### src/rtl/vx_kmu_dispatch_pkg.sv
// Shared KMU definitions: dispatcher FSM states and the dispatch request
// payload. Struct field widths follow the default dispatcher configuration.
package vx_kmu_dispatch_pkg;

    localparam int KMU_NUM_CORES = 4;
    localparam int KMU_DIMW      = 16;
    localparam int KMU_CORE_BITS = (KMU_NUM_CORES > 1) ? $clog2(KMU_NUM_CORES) : 1;

    typedef enum logic [1:0] {
        ST_IDLE  = 2'd0,
        ST_ISSUE = 2'd1,
        ST_DRAIN = 2'd2,
        ST_DONE  = 2'd3
    } kmu_state_e;

    typedef struct packed {
        logic [KMU_DIMW-1:0] block_x;
        logic [KMU_DIMW-1:0] block_y;
    } kmu_req_data_t;

    typedef struct packed {
        logic [KMU_CORE_BITS-1:0] core_id;
        kmu_req_data_t            data;
    } kmu_dispatch_req_t;

    function automatic int core_bits(input int n);
        return (n > 1) ? $clog2(n) : 1;
    endfunction

endpackage

### src/rtl/vx_kmu_dispatch_rr_arbiter.sv
// Round-robin arbiter. Picks the first requester at or after the pointer;
// when advance is high the pointer moves to the slot after the grant.
// Ports:
//   clk, reset   : clock, async active-high reset (pointer -> 0)
//   req          : per-slot eligibility
//   advance      : grant consumed this cycle
//   grant_valid  : at least one requester
//   grant_idx    : chosen slot
module vx_kmu_dispatch_rr_arbiter #(
    parameter int N = 4,
    parameter int W = 2
) (
    input  logic         clk,
    input  logic         reset,
    input  logic [N-1:0] req,
    input  logic         advance,
    output logic         grant_valid,
    output logic [W-1:0] grant_idx
);

    logic [W-1:0] ptr_q;
    int           idx;

    // Scanning from the far end back toward ptr_q leaves the nearest match as the winner.
    always_comb begin
        grant_valid = 1'b0;
        grant_idx   = '0;
        idx         = 0;
        for (int i = N - 1; i >= 0; i--) begin
            idx = int'(ptr_q) + i;
            if (idx >= N) idx = idx - N;
            if (req[idx[W-1:0]]) begin
                grant_valid = 1'b1;
                grant_idx   = idx[W-1:0];
            end
        end
    end

    always_ff @(posedge clk or posedge reset) begin
        if (reset) begin
            ptr_q <= '0;
        end else if (advance && grant_valid) begin
            ptr_q <= (grant_idx == W'(N - 1)) ? '0 : grant_idx + W'(1);
        end
    end

endmodule

### src/rtl/vx_kmu_dispatch.sv
// Kernel block dispatcher: walks a grid_x * grid_y block grid in row-major
// order and hands each block to a core with spare credit, round-robin.
//
//   state    | meaning
//   ---------+-------------------------------------------------
//   ST_IDLE  | waiting for a kernel launch (start_ready=1)
//   ST_ISSUE | loading blocks into the one-entry request register
//   ST_DRAIN | all blocks dispatched, waiting for credits to return
//   ST_DONE  | one-cycle done pulse
//
// Ports:
//   clk, reset               : clock, async active-high reset
//   start_valid/start_ready  : launch handshake, grid_x/grid_y sampled on it
//   req_valid/req_ready      : block dispatch handshake
//   req_core_id, req_block_* : dispatched block and its target core
//   cmpl_valid               : per-core block completion pulses
//   busy, done               : kernel active, end-of-kernel pulse
module vx_kmu_dispatch
    import vx_kmu_dispatch_pkg::*;
#(
    parameter  int NUM_CORES    = 4,
    parameter  int MAX_INFLIGHT = 2,
    parameter  int DIMW         = 16,
    localparam int CORE_BITS    = core_bits(NUM_CORES)
) (
    input  logic                 clk,
    input  logic                 reset,
    input  logic                 start_valid,
    output logic                 start_ready,
    input  logic [DIMW-1:0]      grid_x,
    input  logic [DIMW-1:0]      grid_y,
    output logic                 req_valid,
    input  logic                 req_ready,
    output logic [CORE_BITS-1:0] req_core_id,
    output logic [DIMW-1:0]      req_block_x,
    output logic [DIMW-1:0]      req_block_y,
    input  logic [NUM_CORES-1:0] cmpl_valid,
    output logic                 busy,
    output logic                 done
);

    localparam int CW = $clog2(MAX_INFLIGHT + 1);

    kmu_state_e        state_q, state_d;
    logic [DIMW-1:0]   gx_q, gy_q, cnt_x_q, cnt_y_q;
    logic [DIMW-1:0]   gx_last, gy_last;
    logic              more_q;
    kmu_dispatch_req_t req_q;
    logic              req_valid_q;
    logic [CW-1:0]     credit_q [NUM_CORES];
    logic [CW-1:0]     credit_d [NUM_CORES];
    logic              credits_idle_d;
    logic [NUM_CORES-1:0] eligible;
    logic              grant_valid;
    logic [CORE_BITS-1:0] grant_idx;
    logic              start_hs, req_hs, load, last_hs;

    assign gx_last  = gx_q - DIMW'(1);
    assign gy_last  = gy_q - DIMW'(1);
    assign start_hs = start_valid && (state_q == ST_IDLE);
    assign req_hs   = req_valid_q && req_ready;
    assign load     = (state_q == ST_ISSUE) && (!req_valid_q || req_ready) && more_q && grant_valid;
    assign last_hs  = req_hs && (DIMW'(req_q.data.block_x) == gx_last)
                             && (DIMW'(req_q.data.block_y) == gy_last);

    always_comb begin
        for (int c = 0; c < NUM_CORES; c++) begin
            eligible[c] = credit_q[c] < CW'(MAX_INFLIGHT);
        end
    end

    vx_kmu_dispatch_rr_arbiter #(
        .N (NUM_CORES),
        .W (CORE_BITS)
    ) u_arb (
        .clk         (clk),
        .reset       (reset),
        .req         (eligible),
        .advance     (load),
        .grant_valid (grant_valid),
        .grant_idx   (grant_idx)
    );

    // Charge at load, refund on completion; a refund against an empty counter is dropped.
    always_comb begin
        credits_idle_d = 1'b1;
        for (int c = 0; c < NUM_CORES; c++) begin
            credit_d[c] = credit_q[c];
            if (load && (grant_idx == CORE_BITS'(c))) credit_d[c] = credit_d[c] + CW'(1);
            if (cmpl_valid[c] && (credit_q[c] != '0)) credit_d[c] = credit_d[c] - CW'(1);
            if (credit_d[c] != '0) credits_idle_d = 1'b0;
        end
    end

    always_comb begin
        state_d = state_q;
        case (state_q)
            ST_IDLE:  if (start_valid) state_d = ((grid_x == '0) || (grid_y == '0)) ? ST_DONE : ST_ISSUE;
            ST_ISSUE: if (last_hs) state_d = ST_DRAIN;
            ST_DRAIN: if (credits_idle_d) state_d = ST_DONE;
            ST_DONE:  state_d = ST_IDLE;
            default:  state_d = ST_IDLE;
        endcase
    end

    always_ff @(posedge clk or posedge reset) begin
        if (reset) begin
            state_q     <= ST_IDLE;
            gx_q        <= '0;
            gy_q        <= '0;
            cnt_x_q     <= '0;
            cnt_y_q     <= '0;
            more_q      <= 1'b0;
            req_valid_q <= 1'b0;
            req_q       <= '0;
            for (int c = 0; c < NUM_CORES; c++) credit_q[c] <= '0;
        end else begin
            state_q <= state_d;
            for (int c = 0; c < NUM_CORES; c++) credit_q[c] <= credit_d[c];

            if (start_hs) begin
                gx_q    <= grid_x;
                gy_q    <= grid_y;
                cnt_x_q <= '0;
                cnt_y_q <= '0;
                more_q  <= 1'b1;
            end else if (load) begin
                if (cnt_x_q == gx_last) begin
                    cnt_x_q <= '0;
                    if (cnt_y_q == gy_last) more_q <= 1'b0;
                    else cnt_y_q <= cnt_y_q + DIMW'(1);
                end else begin
                    cnt_x_q <= cnt_x_q + DIMW'(1);
                end
            end

            if (load) begin
                req_valid_q        <= 1'b1;
                req_q.core_id      <= KMU_CORE_BITS'(grant_idx);
                req_q.data.block_x <= KMU_DIMW'(cnt_x_q);
                req_q.data.block_y <= KMU_DIMW'(cnt_y_q);
            end else if (req_hs) begin
                req_valid_q <= 1'b0;
            end
        end
    end

    assign start_ready = (state_q == ST_IDLE);
    assign busy        = (state_q != ST_IDLE);
    assign done        = (state_q == ST_DONE);
    assign req_valid   = req_valid_q;
    assign req_core_id = CORE_BITS'(req_q.core_id);
    assign req_block_x = DIMW'(req_q.data.block_x);
    assign req_block_y = DIMW'(req_q.data.block_y);

endmodule

### config.mk
export PLATFORM = sky130hd
export DESIGN_NAME = vx_kmu_dispatch
export DESIGN_NICKNAME = d
export VERILOG_FILES = /design/src/rtl/vx_kmu_dispatch_pkg.sv /design/src/rtl/vx_kmu_dispatch_rr_arbiter.sv /design/src/rtl/vx_kmu_dispatch.sv
export SDC_FILE = /design/constraint.sdc
export NUM_CORES = 1
export LEC_CHECK = 0
export ABC_CLOCK_PERIOD_IN_PS = 9650
export BUFFER_PORTS_ARGS = -buffer_cell sky130_fd_sc_hd__buf_4
export CORE_ASPECT_RATIO = 2
export CORE_MARGIN = 8
export CORE_UTILIZATION = 45
export DETAILED_ROUTE_END_ITERATION = 8
export PLACE_DENSITY = 0.75
export SLEW_MARGIN = 20
export SYNTH_ARGS = -nofsm -noshare
export SYNTH_HDL_FRONTEND = slang
export SYNTH_HIERARCHICAL = 1
export SYNTH_SLANG_ARGS = --single-unit
### constraint.sdc
create_clock -name clk -period 9.65 [get_ports clk]
set_input_delay 0.4825 -clock clk [delete_from_list [all_inputs] [get_ports clk]]
set_output_delay 0.4825 -clock clk [all_outputs]
set_load 0.02 [all_outputs]
* Yosys cells after proc, flatten, opt, wreduce, memory -nomap -nowiden
Index checks and enable logic that the tools add are counted.
Widths: inputs -> output; s select.
** Cells by class
- Shift-type cells :: 0
- Bitwise gates (word level) :: 0
- Multipliers :: 0
- Add/subtract/negate cells :: 20
- Reductions and logical operators :: 39
- Equality and inequality tests :: 14
- Mux-type cells :: 51
- Div/mod/pow operators :: 0
- $lt $le $gt $ge :: 12
** Operators with widths (number)
- $mux 16 :: 7
- $eq 16x16->1 :: 4
- $mux 2 :: 21
- $add 16x1->16 const B :: 2
- $logic_not 16->1 :: 2
- $sub 16x1->16 const B :: 2
- $reduce_bool 2->1 :: 13
- $mux 1 :: 18
- $logic_and 1x1->1 :: 16
- $sub 2x1->2 const B :: 8
- $lt 2x3->1 const B :: 4
- $add 2x1->2 const B :: 5
- $ge 3x3->1 const B :: 3
- $reduce_and 3->1 :: 3
- $bmux 1 s2 :: 4
- $eq 2x2->1 const B :: 4
- $lt 2x2->1 const B :: 4
- $ne 2x2->1 const B :: 4
- $pmux 2 s4 :: 1
- $add 2x2->3 const B :: 2
- $eq 2x1->1 const B :: 2
- $logic_not 2->1 :: 2
- $add 2x1->3 const B :: 1
- $ge 2x3->1 const B :: 1
- 2 further kinds :: 3
** Word-level totals
- RAM bits :: 0
- Output and inout port bits :: 38
- Bits in read-only memories :: 0
- Word-level logic and storage cells :: 151
- Input port bits :: 40
- Register bits after elaboration :: 112
- Memories kept :: 0
- Bits in latches :: 0

* Logic depth before layout (Yosys ltp)
Gate-level depths: netlist of run 1.
- Depth after elaboration :: 21
- Depth in mapped cells :: 14
- Depth with buffers taken out :: 13

* Cells and area by module
The synthesis of run 1 kept the hierarchy.
** By module, submodules not included
- vx_kmu_dispatch :: seq. area each 2752.6 sq um, cells an instance 891, area an instance 7467.2 sq um, instances 1
- vx_kmu_dispatch_rr_arbiter :: seq. area each 50.0 sq um, cells an instance 25, area an instance 165.2 sq um, instances 1

* Worst setup path after synthesis of run 1
No wires, ideal clock.
- Kind :: reg2reg
- Start point :: reg gx_q[0]
- End point :: reg cnt_y_q[8]
- Path buffers :: 2
- Arrival :: 3.204 ns
- Setup time :: 0.080 ns
- Data required time :: 9.570 ns
- Period minus slack after synthesis :: 3.284 ns
- Cell stages (with the launch flop) :: 13
- Slack :: 6.366 ns
- Cell sequence :: dfrtp_1 buf_2 inv_1 ha_1 or3b_2 clkbuf_1 nor4_1 xnor3_1 nand3_1 nor4_4 nand4b_1 or4_1 a21oi_1
** Between the ends
- Longest elaborated chain between the ends :: 4
** RTL lines
- start: declaration :: line vx_kmu_dispatch.sv:45 : logic [DIMW-1:0] gx_q, gy_q, cnt_x_q, cnt_y_q;
- start signal: assignment :: line vx_kmu_dispatch.sv:122 : gx_q <= grid_x;
- $sub 16x1->16 :: line vx_kmu_dispatch.sv:58 : assign gx_last = gx_q - DIMW'(1);
- $eq 16x16->1 :: line vx_kmu_dispatch.sv:128 : if (cnt_x_q == gx_last) begin
- $reduce_bool 2->1 (no source line)
- $reduce_and 3->1 (no source line)
- end signal: assignment :: line vx_kmu_dispatch.sv:131 : else cnt_y_q <= cnt_y_q + DIMW'(1);
- end: declaration :: line vx_kmu_dispatch.sv:45
Every way passes these cells.
A chain may end at the register's enable or synchronous reset.

* Final worst setup path of run 1
Ends and elaborated chain as after synthesis.

==> metrics.txt, run 1 <==
die area 21600 um2; Die X 108 um; Net Sw Power 1310 uW; ANT cells 0; Hold Vio Cnt, Final 0; GRT Overall Usage ~22%; Final ANT Viol Nets 0; first-pass GRT wire length 37800 um; total negative setup slack 0 ns; synthesized cell area approximately 7600 um2; clock skew 0.0132 ns; Syn Inst Count 916; vias in the first global route 7039; Final #Nets 1001; hold path start grid_x[9]; FILL cells about 1600; reg-to-reg endpoint cnt_y_q[8]; cts bufs inserted 9; drt wl/cell 20.3 um; Cell Rows between 60 and 70; Yosys reg bits 112; Cell Chain, Critical Path inv_1 > ha_1 > or3b_2 > nor4_1 > xnor3_1 > nand3_1 > nor4_4 > nand4b_1 > or4_1 > a21oi_1; most common cell after layout, fill and taps aside nand2_1; outcome complete, no violations; ys async rst share 100%; pre-CTS setup slack 5.27 ns; Clk pwr share 13.7%; H-tree depth 3; Core Region ~17000 um2; Area Growth Syn to Fin 11.7%; 1st-iter DRT viols 409; Post-synth top flop dfrtp_1; global route overflow 0; largest net degree at the start of global routing 87; Worst Path Buf+Inv 1; pins over their slew limit 0; WP data arrival 4.71 ns; Worst path depth 10; commonest cells after routing, fill and taps aside 221 x nand2_1, 112 x dfrtp_1, 81 x buf_4, 45 x xnor2_1, 40 x nand3_1; vias per cell 5.98; syn nets just under 1000; Critical Path Sink Type flip-flop; setup slack after layout about 5.2 ns; actual slew at the worst max-slew pin about 0.95 ns; CP top delay family simple AND/OR/NAND/NOR gates; dpl hpwl 17600 um; Cell Int Power about 1400 uW; unique cell type count in the Yosys netlist 70; R2R Setup Slk between 5 and 6 ns; hold endpoint gx_q[9]; final worst-path cycle share 46.0%; Worst VDD drop 0.135 mV; worst skew pair latency 0.36 ns; initial cell density of the core a little under half; multi-input logic area 4420 um2; f_max 225 MHz; Post-synth EDFFs 0; Register-to-Register Path Depth 10; Synth Area per Inst 8.33 um2; synth warn 6; register area roughly 2800 um2; hold path cells 3; TritonCTS clock tree yes; PwrDens ~320 nW/um2; Seq/Total Area, Yosys 36.7%; via count 6942; RSZ-0062 raised after global routing false; io pins 78; minimum clock period 4.44 ns; IO buf count 77; drc violations 0; critical path class reg2reg; maximum clock path buffer count 2; worst path required time 9.93 ns; crit path launch type flip-flop; clk slew on worst S/H paths 0.08 ns; antenna violations before repair 0; fraction of layout cells with a size suffix above 1 14.0%; P_leak 0.00381 uW; die height 200 um; Slew headroom 36.6%; reg2reg start gx_q[0]; Hold WS 0.321 ns; Reg power frac 34.3%; Max FO, Critical Path 22; Sw Ratio slightly below 50%; Gate power share 52.0%; routability-driven placement congestion ratio 0.975; DRT Wirelength 23600 um; Max Cap Viol 0; Clock Tree Root clkbuf_16; DRT Pass-1 Iters 5; CP peak stage delay 0.81 ns; total clock sinks 112; # setup viols final 0; slowest CP cell nand4b_1; Worst Hold Class in2reg
==> worst max-delay path by stage <==
stage | start | end | slack (ns)
after floorplan | reset | cnt_x_q[0] | 6.27
after detailed placement | gx_q[0] | cnt_y_q[8] | 5.27
after global placement | gx_q[0] | cnt_y_q[12] | 5.34
after global routing | gx_q[0] | cnt_y_q[12] | 4.87
final | gx_q[0] | cnt_y_q[8] | 5.21
after CTS | gx_q[0] | cnt_y_q[12] | 5.25
==> metrics by stage <==
stage | instances | area (um2) | utilization, % | power (uW)
2_1_floorplan | 916 | 7630 | - | 1890
3_3_place_gp | 1144 | 8220 | 49.3 | 2290
3_5_place_dp | 1144 | 8220 | 49.3 | 2310
4_1_cts | 1160 | 8520 | 51.1 | 2690
5_1_grt | 1160 | 8530 | 51.1 | 2890
6_report | 1160 | 8530 | 51.1 | 2700
==> power groups by stage <==
stage / clock network, uW / registers [uW] / logic, uW
after detailed placement: 0 / 925 / 1390
after global placement: 0 / 918 / 1370
after floorplan: 0 / 777 / 1120
after global routing: 392 / 947 / 1550
after CTS: 377 / 915 / 1400
final: 371 / 924 / 1400
==> kinds of logic (layout without fill, tap and decap cells) <==
family	count (synthesis)	in the layout	share of synthesized area, %
xor+xnor	82	82	11.0
fa+ha+maj	12	12	1.97
flops	112	112	36.7
mux	6	6	0.803
buf+inv	95	132	5.46
simple gates	462	462	30.8
compound gates	147	147	13.3
==> Yosys cell counts, types with 7 or more instances <==
| library cell | instances | area, um2 |
|---|---|---|
| a21oi_1 | 23 | 115 |
| a31oi_1 | 16 | 100 |
| and3_1 | 10 | 62.6 |
| buf_1 | 7 | 26.3 |
| buf_2 | 11 | 55.1 |
| clkbuf_1 | 38 | 143 |
| dfrtp_1 | 112 | 2800 |
| ha_1 | 12 | 150 |
| inv_1 | 34 | 128 |
| nand2_1 | 222 | 833 |
| nand2b_1 | 10 | 62.6 |
| nand3_1 | 40 | 200 |
| nand3b_1 | 10 | 75.1 |
| nand4_1 | 14 | 87.6 |
| nor2_1 | 29 | 109 |
| nor2b_1 | 17 | 106 |
| nor3_1 | 15 | 75.1 |
| nor4_1 | 23 | 144 |
| o21ai_0 | 33 | 165 |
| o31ai_1 | 10 | 75.1 |
| or3_1 | 14 | 87.6 |
| or4_1 | 19 | 143 |
| xnor2_1 | 45 | 394 |
| xnor3_1 | 8 | 180 |
| xor2_1 | 28 | 245 |
==> worst reg2reg max path, cell delays in order, from the launching register on <==
cell	delay [ns]
dfrtp_1	0.47
inv_1	0.11
ha_1	0.22
or3b_2	0.55
nor4_1	0.51
xnor3_1	0.21
nand3_1	0.12
nor4_4	0.41
nand4b_1	0.81
or4_1	0.78
a21oi_1	0.15
==> what timing repair did <==
item,in CTS,in global routing
hold buffers,1,0
hold endpoints to repair,2,0
buffers inserted,0,0
resized for setup,0,0
==> routing by layer <==
layer  share of wire (%)  vias to the layer above  global-route usage (%)
met5                   0                        -                       0
met4                 6.6                        0                    14.0
met3                 4.7                       78                    2.96
met2                  53                      232                    39.2
met1                  35                     3356                    23.6
li1                    -                     3276                       -
==> sequential cells by signal, indices dropped and copies added (netlist names) <==
register	cells
req_block_y	16
state_q	2
gy_q	16
cnt_y_q	16
credit_q	8
req_block_x	16
cnt_x_q	16
gx_q	16
req_core_id	2
more_q	1
u_arb/ptr_q	2
req_valid	1
==> layout make-up <==
| class | count | area share [%] |
|---|---|---|
| multi-input cells | 709 | 51.8 |
| flip-flops and latches | 112 | 32.9 |
| clock inverters | 4 | 0.440 |
| well taps | 207 | 3.04 |
| inverters | 34 | 1.53 |
| clock buffers | 11 | 2.96 |
| repair buffers | 83 | 7.38 |
(Power assumes the default switching activity.)
==> run 2: changes to the inputs <==
--- a/config.mk
+++ b/config.mk
@@ -5,13 +5,13 @@
 export SDC_FILE = /design/constraint.sdc
 export NUM_CORES = 1
 export LEC_CHECK = 0
-export ABC_CLOCK_PERIOD_IN_PS = 9650
+export ABC_CLOCK_PERIOD_IN_PS = 4000
 export BUFFER_PORTS_ARGS = -buffer_cell sky130_fd_sc_hd__buf_4
 export CORE_ASPECT_RATIO = 2
 export CORE_MARGIN = 8
 export CORE_UTILIZATION = 45
 export DETAILED_ROUTE_END_ITERATION = 8
-export PLACE_DENSITY = 0.75
+export PLACE_DENSITY = 0.77
 export SLEW_MARGIN = 20
 export SYNTH_ARGS = -nofsm -noshare
 export SYNTH_HDL_FRONTEND = slang
==> constraint.sdc (replaced) <==
create_clock -name clk -period 4 [get_ports clk]
set_input_delay 0.2 -clock clk [delete_from_list [all_inputs] [get_ports clk]]
set_output_delay 0.2 -clock clk [all_outputs]
set_load 0.02 [all_outputs]
==> run 2 against run 1 <==
  * Global-route usage up 0.29 points
  * Clock power rose to 2.7 times the previous value
  * First-iteration DRC count decreased by 11%
  * Combinational power rose to 2.5 times the previous value
  * Fmax rose by 17%
  * Sequential share of layout area down 0.68 points
  * Worst setup slack worse by 5.0 ns
  * Core utilization is 1.1 points higher
  * Total power up 150%
  * Critical endpoint is now cnt_y_q[7]
  * Die area did not move
  * Register-to-register slack lost 5.0 ns
==> metrics.txt, run 2 (synthesis gave the netlist of run 1 again) <==
Max FO, Critical Path 8; antenna violations before repair 0; die height 200 um; vias in the first global route 7343; vias per cell 5.98; TritonCTS clock tree yes; drc violations 0; final core utilization 52.2%; FILL cells between 1500 and 2000; Die X 108 um; commonest cells after routing, fill and taps aside 221 x nand2_1, 112 x dfrtp_1, 100 x buf_4, 45 x xnor2_1, 40 x nand3_1; total negative setup slack 0 ns; most common cell after layout, fill and taps aside nand2_1; # setup viols final 0; dpl hpwl 18500 um; io pins 78; worst path required time 4.28 ns; Core Region 16700 um2; Setup crit start gx_q[0]; reg2reg start gx_q[0]; RSZ-0062 raised after global routing false; P_leak 0.00390 uW; PwrDens 773 nW/um2; Critical Path Sink Type flip-flop; clock skew 0.00897 ns; Area Growth Syn to Fin 14.1%; GRT Overall Usage 22.4%; worst skew pair latency between 0.3 and 0.4 ns; final worst-path cycle share 94.8%; via count 7048; die area ~22000 um2; pins over their slew limit 0; drt wl/cell a little over 20 um; met3 Track Usage GR between 3 and 4%; first-pass GRT wire length 38100 um; Worst VDD drop 0.342 mV; crit path launch type flip-flop; Clock Tree Root clkbuf_16; f_max approximately 260 MHz; 1st-iter DRT viols 364; hold path start grid_y[7]; total clock sinks 112; Final ANT Viol Nets 0; largest net degree at the start of global routing 71; Most Crowded Layer GR met2; DRT Pass-1 Iters 5; critical path class reg2reg; Slew headroom 40.4%; Max Cap Viol 0; Hold Vio Cnt, Final 0; IO buf count 77; Cell Rows 67; maximum clock path buffer count 2; Worst Hold Class in2reg; Final #Nets 1019; setup slack after layout around 0.21 ns; initial cell density of the core a little under half; clk slew on worst S/H paths roughly 0.080 ns; cts bufs inserted 9; pre-CTS setup slack 0.244 ns; fraction of layout cells with a size suffix above 1 15.8%; routability-driven placement congestion ratio 1.01; met2 Resource Use GR 40.7%; ANT cells 0; H-tree depth 3; M1 GR Usage 22.0%; actual slew at the worst max-slew pin 0.893 ns; DRT Wirelength 23900 um; global route overflow 0; WP data arrival 4.07 ns; minimum clock period 3.79 ns; outcome complete, no violations
-- run 2: changes by cell type in the layout (fill, tap and decap cells not counted), sizes merged --
cell	delta
buf	+18
bufinv	+2
clkbuf	-2
clkinv	-1
clkinvlp	+2
-- run 2: layout make-up --
cell class	instances	area [um2]	area share, %
Sequential cell	112	2800	32.2
Multi-Input combinational cell	709	4430	50.9
Timing Repair Buffer	101	761	8.74
Clock buffer	9	225	2.59
Clock inverter	7	101	1.16
Tap cell	207	259	2.97
Inverter	34	130	1.49
-- run 2: where the power goes --
part	leakage, uW	switching (uW)	internal, uW
clock network	0.000153	446	555
registers	0.00141	691	1490
logic	0.00234	2080	1470
-- run 2: worst paths after layout --
path | end | slack (ns) | depth (start not counted)
setup reg to reg | cnt_y_q[7] | 0.21 | 11
hold / removal | gy_q[7] | 0.04 | 3
hold reg to reg | req_core_id[1] | 0.48 | 2
max in group asynchronous | gx_q[10] | 2.54 | 4
setup / recovery | cnt_y_q[7] | 0.21 | 11
min in group asynchronous | u_arb/ptr_q[0] | 0.26 | 3
-- run 2: stage by stage --
step,cell area (um2),total power [uW],std cells,hold WS [ns]
after detailed placement,8360,5690,1162,0.0834
final,8710,6730,1179,0.0402
after global routing,8710,7180,1179,0.0385
after floorplan,7630,4570,916,-0.0588
after CTS,8700,6710,1179,0.0338
after global placement,8360,5630,1162,0.0800
-- run 2: per-layer routing --
metal | part of all wire [%] | up-vias
li1 | - | 3321
met2 | 54 | 230
met3 | 3.9 | 103
met1 | 35 | 3394
met5 | 0 | -
met4 | 7.1 | 0
-- run 2: repair_timing --
action                                 in CTS  in global routing
setup endpoints to repair                   0                  4
setup buffers                               0                  0
hold buffers                                1                  0
endpoints found under the hold margin       2                  0
resized for setup                           0                  2
-- run 2: critical path: stages (launching register included) --
cell and delay [ns]:
dfrtp_1 0.47, inv_1 0.13, ha_1 0.22, or3b_2 0.57
a32oi_1 0.29, nand4_1 0.14, a2111o_1 0.39, nor4_4 0.38
nand4b_1 0.35, buf_4 0.29, or3_1 0.36, a21oi_2 0.14
